--- src/rtl/cpu_pkg.sv ---
// cpu_pkg: shared core types (word, register index, bypass source) and the hard-wired zero register index.
package cpu_pkg;
  typedef logic [31:0] word_t;
  typedef logic [4:0] creg_addr_t;
  typedef struct packed {
    logic       we;
    creg_addr_t wa;
    word_t      wd;
  } bypass_t;
  localparam creg_addr_t REG_ZERO = 5'd0;
endpackage

--- src/rtl/operand_bypass_mux.sv ---
// operand_bypass_mux: priority-selects one source operand from zero, EX, MEM, WB bypass or RegFile data.
//   src in: source register index; rf in: RegFile read data; ex/mem/wb in: producer write ports;
//   ex_is_load in: EX result is a load (value not yet available); val out: resolved operand.
module operand_bypass_mux
  import cpu_pkg::*;
(
  input  creg_addr_t src,
  input  word_t      rf,
  input  bypass_t    ex,
  input  logic       ex_is_load,
  input  bypass_t    mem,
  input  bypass_t    wb,
  output word_t      val
);
  // WB is still needed because the RegFile write lands at the same edge this stage samples.
  always_comb
    val = (src == REG_ZERO)                          ? '0     :
          (ex.we && ex.wa == src && !ex_is_load)     ? ex.wd  :
          (mem.we && mem.wa == src)                  ? mem.wd :
          (wb.we && wb.wa == src)                    ? wb.wd  : rf;
endmodule

--- src/rtl/operand_fetch_stage.sv ---
// operand_fetch_stage: decode-to-execute operand stage with RegFile read, EX/MEM/WB bypass, load-use stall and D/E register.
//   clk/resetn: clock and async active-low reset; flush: squash stage and its input.
//   in_*: decoder handshake and payload; ra1/ra2 out, rd1/rd2 in: RegFile read ports.
//   ex_*/mem_*/wb_*: producer ports for bypass; out_*: D/E register with valid/ready; stall_cnt: saturating load-use stall count.
module operand_fetch_stage
  import cpu_pkg::*;
#(
  parameter int CTRL_W = 32
) (
  input  logic              clk,
  input  logic              resetn,
  input  logic              flush,
  input  logic              in_valid,
  output logic              in_ready,
  input  logic [4:0]        in_rs,
  input  logic [4:0]        in_rt,
  input  logic [4:0]        in_wa,
  input  logic              in_we,
  input  logic              in_is_load,
  input  logic [CTRL_W-1:0] in_ctrl,
  output logic [4:0]        ra1,
  output logic [4:0]        ra2,
  input  logic [31:0]       rd1,
  input  logic [31:0]       rd2,
  input  logic              ex_we,
  input  logic [4:0]        ex_wa,
  input  logic [31:0]       ex_wd,
  input  logic              ex_is_load,
  input  logic              mem_we,
  input  logic [4:0]        mem_wa,
  input  logic [31:0]       mem_wd,
  input  logic              wb_we,
  input  logic [4:0]        wb_wa,
  input  logic [31:0]       wb_wd,
  output logic              out_valid,
  input  logic              out_ready,
  output logic [31:0]       out_a,
  output logic [31:0]       out_b,
  output logic [4:0]        out_wa,
  output logic              out_we,
  output logic              out_is_load,
  output logic [CTRL_W-1:0] out_ctrl,
  output logic [31:0]       stall_cnt
);
  bypass_t ex_b, mem_b, wb_b;
  word_t a_sel, b_sel;
  logic hazard, advance, load;
  logic valid_q, valid_d, we_q, we_d, ld_q, ld_d;
  word_t a_q, a_d, b_q, b_d, stall_q, stall_d;
  creg_addr_t wa_q, wa_d;
  logic [CTRL_W-1:0] ctrl_q, ctrl_d;
  assign ex_b  = '{we: ex_we,  wa: ex_wa,  wd: ex_wd};
  assign mem_b = '{we: mem_we, wa: mem_wa, wd: mem_wd};
  assign wb_b  = '{we: wb_we,  wa: wb_wa,  wd: wb_wd};
  assign ra1 = in_rs;
  assign ra2 = in_rt;
  operand_bypass_mux u_mux_a (.src(in_rs), .rf(rd1), .ex(ex_b), .ex_is_load(ex_is_load), .mem(mem_b), .wb(wb_b), .val(a_sel));
  operand_bypass_mux u_mux_b (.src(in_rt), .rf(rd2), .ex(ex_b), .ex_is_load(ex_is_load), .mem(mem_b), .wb(wb_b), .val(b_sel));
  // A load in EX has no data yet, so a dependent instruction must wait one cycle for it to reach MEM.
  assign hazard   = in_valid && ex_we && ex_is_load && ex_wa != REG_ZERO && (ex_wa == in_rs || ex_wa == in_rt);
  assign advance  = !valid_q || out_ready;
  assign in_ready = flush || (advance && !hazard);
  assign load     = !flush && advance && in_valid && !hazard;
  always_comb begin
    valid_d = flush ? 1'b0 : advance ? load : valid_q;
    a_d     = load ? a_sel : a_q;
    b_d     = load ? b_sel : b_q;
    wa_d    = load ? in_wa : wa_q;
    we_d    = load ? in_we : we_q;
    ld_d    = load ? in_is_load : ld_q;
    ctrl_d  = load ? in_ctrl : ctrl_q;
    stall_d = (!flush && advance && hazard && stall_q != '1) ? stall_q + 32'd1 : stall_q;
  end
  always_ff @(posedge clk or negedge resetn)
    if (!resetn) begin
      valid_q <= 1'b0;
      a_q     <= '0;
      b_q     <= '0;
      wa_q    <= '0;
      we_q    <= 1'b0;
      ld_q    <= 1'b0;
      ctrl_q  <= '0;
      stall_q <= '0;
    end else begin
      valid_q <= valid_d;
      a_q     <= a_d;
      b_q     <= b_d;
      wa_q    <= wa_d;
      we_q    <= we_d;
      ld_q    <= ld_d;
      ctrl_q  <= ctrl_d;
      stall_q <= stall_d;
    end
  assign out_valid   = valid_q;
  assign out_a       = a_q;
  assign out_b       = b_q;
  assign out_wa      = wa_q;
  assign out_we      = we_q;
  assign out_is_load = ld_q;
  assign out_ctrl    = ctrl_q;
  assign stall_cnt   = stall_q;
endmodule

--- config.mk ---
export PLATFORM = sky130hd
export DESIGN_NAME = operand_fetch_stage
export DESIGN_NICKNAME = d
export VERILOG_FILES = /design/src/rtl/cpu_pkg.sv /design/src/rtl/operand_bypass_mux.sv /design/src/rtl/operand_fetch_stage.sv
export SDC_FILE = /design/constraint.sdc
export NUM_CORES = 1
export LEC_CHECK = 0
export CELL_PAD_IN_SITES_DETAIL_PLACEMENT = 1
export CELL_PAD_IN_SITES_GLOBAL_PLACEMENT = 2
export CORE_ASPECT_RATIO = 1.25
export CORE_MARGIN = 3
export CORE_UTILIZATION = 24
export CTS_BUF_LIST = sky130_fd_sc_hd__clkbuf_4
export DETAILED_ROUTE_END_ITERATION = 12
export GPL_TIMING_DRIVEN = 0
export PLACE_DENSITY_LB_ADDON = 0.1
export REMOVE_ABC_BUFFERS = 1
export SLEW_MARGIN = 40
export SYNTH_ARGS = -nofsm -noshare
export SYNTH_HDL_FRONTEND = slang
export SYNTH_SLANG_ARGS = --single-unit
--- constraint.sdc ---
create_clock -name clk -period 2.4 [get_ports clk]
set_input_delay 0.36 -clock clk [delete_from_list [all_inputs] [get_ports clk]]
set_output_delay 0.36 -clock clk [all_outputs]
set_load 0.01 [all_outputs]
==> impl_metrics.ini <==
[timing]
worst_clock_skew_ns = 0.0294
clock.fmax_ghz = 0.422
tightest_slew_ns = 0.581
relSlewSlack_pct = 61.0
period_share_pct = 98.8
fin_crit_ns = 2.37
setup_violations = 0
maxSlewViolCount = 0
setup_tns_ns = 0
finalHoldViolations = 0
rsz0062_at_grt = no

[global_routing]
grt_overflow = 0
grt_use_met2_pct = 32.8
grt-busiest-layer = met2
grt_use_met3_pct = 6.63
grtUsageTotal_pct = 19.2
grtUsageMet1_pct = 22.4
grt_max_degree = 58
grt_pass1_vias = 8018
antenna_found_initial = 5
grt_pass1_wl_mm = 49.2

[die]
num_rows = 72
ios = 380
die_w_um = 165
die_y_um = 205
initial_core_util_pct = 24.5
die_area_um2 = 33900
coreArea_um2 = 31100

[power]
p_sw_w = 0.00199
p_clk_share_pct = 25.3
p_leak_nw = 5.58
p_int_w = 0.00435
power.density_nw_per_um2 = 507
vdd_ir_drop_max_v = 0.000227
p_comb_share_pct = 31.7
sw_frac_of_total_pct = 31.4
finalPower_w = 0.00634
p_seq_share_pct = 43.1

[logic_synthesis]
synth_top_area_cell = dfrtp_1
synthTopCellsByArea = dfrtp_1 (45%), nand2_1 (11%), mux2_2 (9.6%)
synth.distinct_cells = 32
postSynthCellCount = 784
synth_flop_cell = dfrtp_1
yosysWarnings = 0
ys_seq_elements = 136
yosysSeqAreaShare_pct = 44.7
syn_area_per_cell_um2 = 9.71
netlist.area_leader.share_pct = 44.7
synth_edf_count = 0
async_flop_share_pct = 100
mappedNetlistArea_um2 = 7620

[hold_path]
hp-class = in2async

[routing]
ant_nets = 0
firstDrtPassIters = 4
vias = 7425
wl_per_cell_um = 21.6
dr.first_iter.drc_count = 199
drc = 0
wl_mm = 34.0
via_per_inst = 4.73

[cts]
clk_latency_ns = 0.57
clock_path_buffers = 2
cts.clk_slew.worst_paths_ns = 0.13
cts_root_buf = clkbuf_4
cts_buffers = 17
cts_tree = built
clock-sinks = 136
h-tree-depth = 4

[critical_path]
r2r-start = out_valid
critPathMaxFanout = 19
cp_data_required_time_ns = 2.81
end_kind = flip-flop
cp-start-kind = input port
worstSetupStartpoint = in_rt[3]
crit_arrival_ns = 2.78
setup.worst_path.class = in2reg

[layout]
design_area_um2 = 12500
fin_util_pct = 40.2
nFillCells = 3514
syn2layout_area_growth_pct = 64.0
final_common_cell = clkdlybuf4s50_1
fin_nets = 1383
drive_above_1_share_pct = 11.8
most-common-layout-cells = clkdlybuf4s50_1 (365), nand2_1 (231), dfrtp_1 (136)

[placement]
dpl_cell_area_um2 = 12100
dpl.hpwl_mm = 25.1
portBuffers = 379
gp_congestion = 0.760

[outcome]
status = complete, no violations

[flow_run]
maxCapViolations = 0
-- cell usage after synthesis, types with 11 or more instances --
| cell | number |
|---|---|
| xnor2_1 | 26 |
| nand2_1 | 232 |
| dfrtp_1 | 136 |
| o221ai_1 | 64 |
| mux2_2 | 65 |
| buf_2 | 15 |
| clkbuf_1 | 31 |
| nand4_1 | 11 |
| nor3_1 | 13 |
| xor2_1 | 35 |
| nor4_1 | 13 |
| nand3_1 | 16 |
| mux2i_1 | 64 |
| buf_4 | 12 |
| nor2_1 | 17 |
-- power by group through the flow --
stage | Combinational (W) | Clock, W | Sequential (W)
2_1_floorplan | 0.000499 | 0 | 0.00290
3_3_place_gp | 0.00196 | 0 | 0.00277
3_5_place_dp | 0.00202 | 0 | 0.00278
4_1_cts | 0.00203 | 0.00168 | 0.00273
5_1_grt | 0.00218 | 0.00178 | 0.00277
6_report | 0.00201 | 0.00160 | 0.00273
-- layer usage --
layer  vias up  share of wire (%)
li1       3488                  -
met1      3624                 40
met5         -               0.16
met4         8                2.3
met2       265                 49
met3        40                8.9
-- through the flow --
| step | instances | worst slack [ns] | hold WS [ns] |
|---|---|---|---|
| floorplan | 726 | -0.665 | 0.0644 |
| global placement | 1512 | -5.47 | 0.458 |
| detailed placement | 1529 | -1.18 | 0.235 |
| CTS | 1565 | 0.0268 | 0.194 |
| global route | 1570 | 0.00565 | 0.196 |
| finish | 1571 | 0.0295 | 0.230 |
-- registers in the layout (all words and copies together) (netlist names) --
register     flops
out_a           32
out_b           32
out_ctrl        32
stall_cnt       32
out_wa           5
out_is_load      1
out_valid        1
out_we           1
-- critical path: stages --
cell             delay (ns)
clkdlybuf4s50_1        0.56
xor2_1                 0.20
nor4_1                 0.30
and3_4                 0.46
buf_16                 0.21
mux2_2                 0.35
mux2i_1                0.17
o221ai_1               0.14
-- layout make-up --
type | instances | area [um2] | area share, %
Multi-Input combinational cell | 584 | 4050 | 32.5
Inverter | 8 | 30.0 | 0.240
Tap cell | 407 | 509 | 4.08
Antenna cell | 2 | 5.00 | 0.0401
Timing Repair Buffer | 402 | 4220 | 33.7
Clock buffer | 19 | 143 | 1.14
Clock inverter | 13 | 131 | 1.05
Sequential cell | 136 | 3400 | 27.2
-- cell families after synthesis --
| kind of cell | Yosys count | share of synthesized area, % |
|---|---|---|
| flip-flops | 136 | 44.7 |
| multiplexers | 129 | 18.0 |
| AND/OR/NAND/NOR | 319 | 17.7 |
| buffers and inverters | 66 | 4.09 |
| XOR/XNOR | 61 | 7.01 |
| AO/OA/AOI/OAI | 72 | 8.33 |
| adder cells (fa/ha/maj) | 1 | 0.164 |
-- worst paths after layout --
path | to | slack, ns | depth (start not counted)
min in group clk | out_ctrl[31] | 0.30 | 3
min | out_a[27] | 0.23 | 2
max reg2reg | out_a[26] | 0.24 | 9
max | out_b[31] | 0.03 | 8
min reg2reg | out_we | 0.48 | 2
max in group asynchronous | out_ctrl[13] | 1.23 | 4
-- what timing repair did --
action / in CTS / in global routing
hold buffers: 1 / 0
buffers inserted: 3 / 2
pin swaps: 3 / 5
resized for setup: 16 / 7
gates cloned: 0 / 2
endpoints found under the setup margin: 88 / 42
endpoints found under the hold margin: 79 / 0
(Power assumes the default switching activity.)
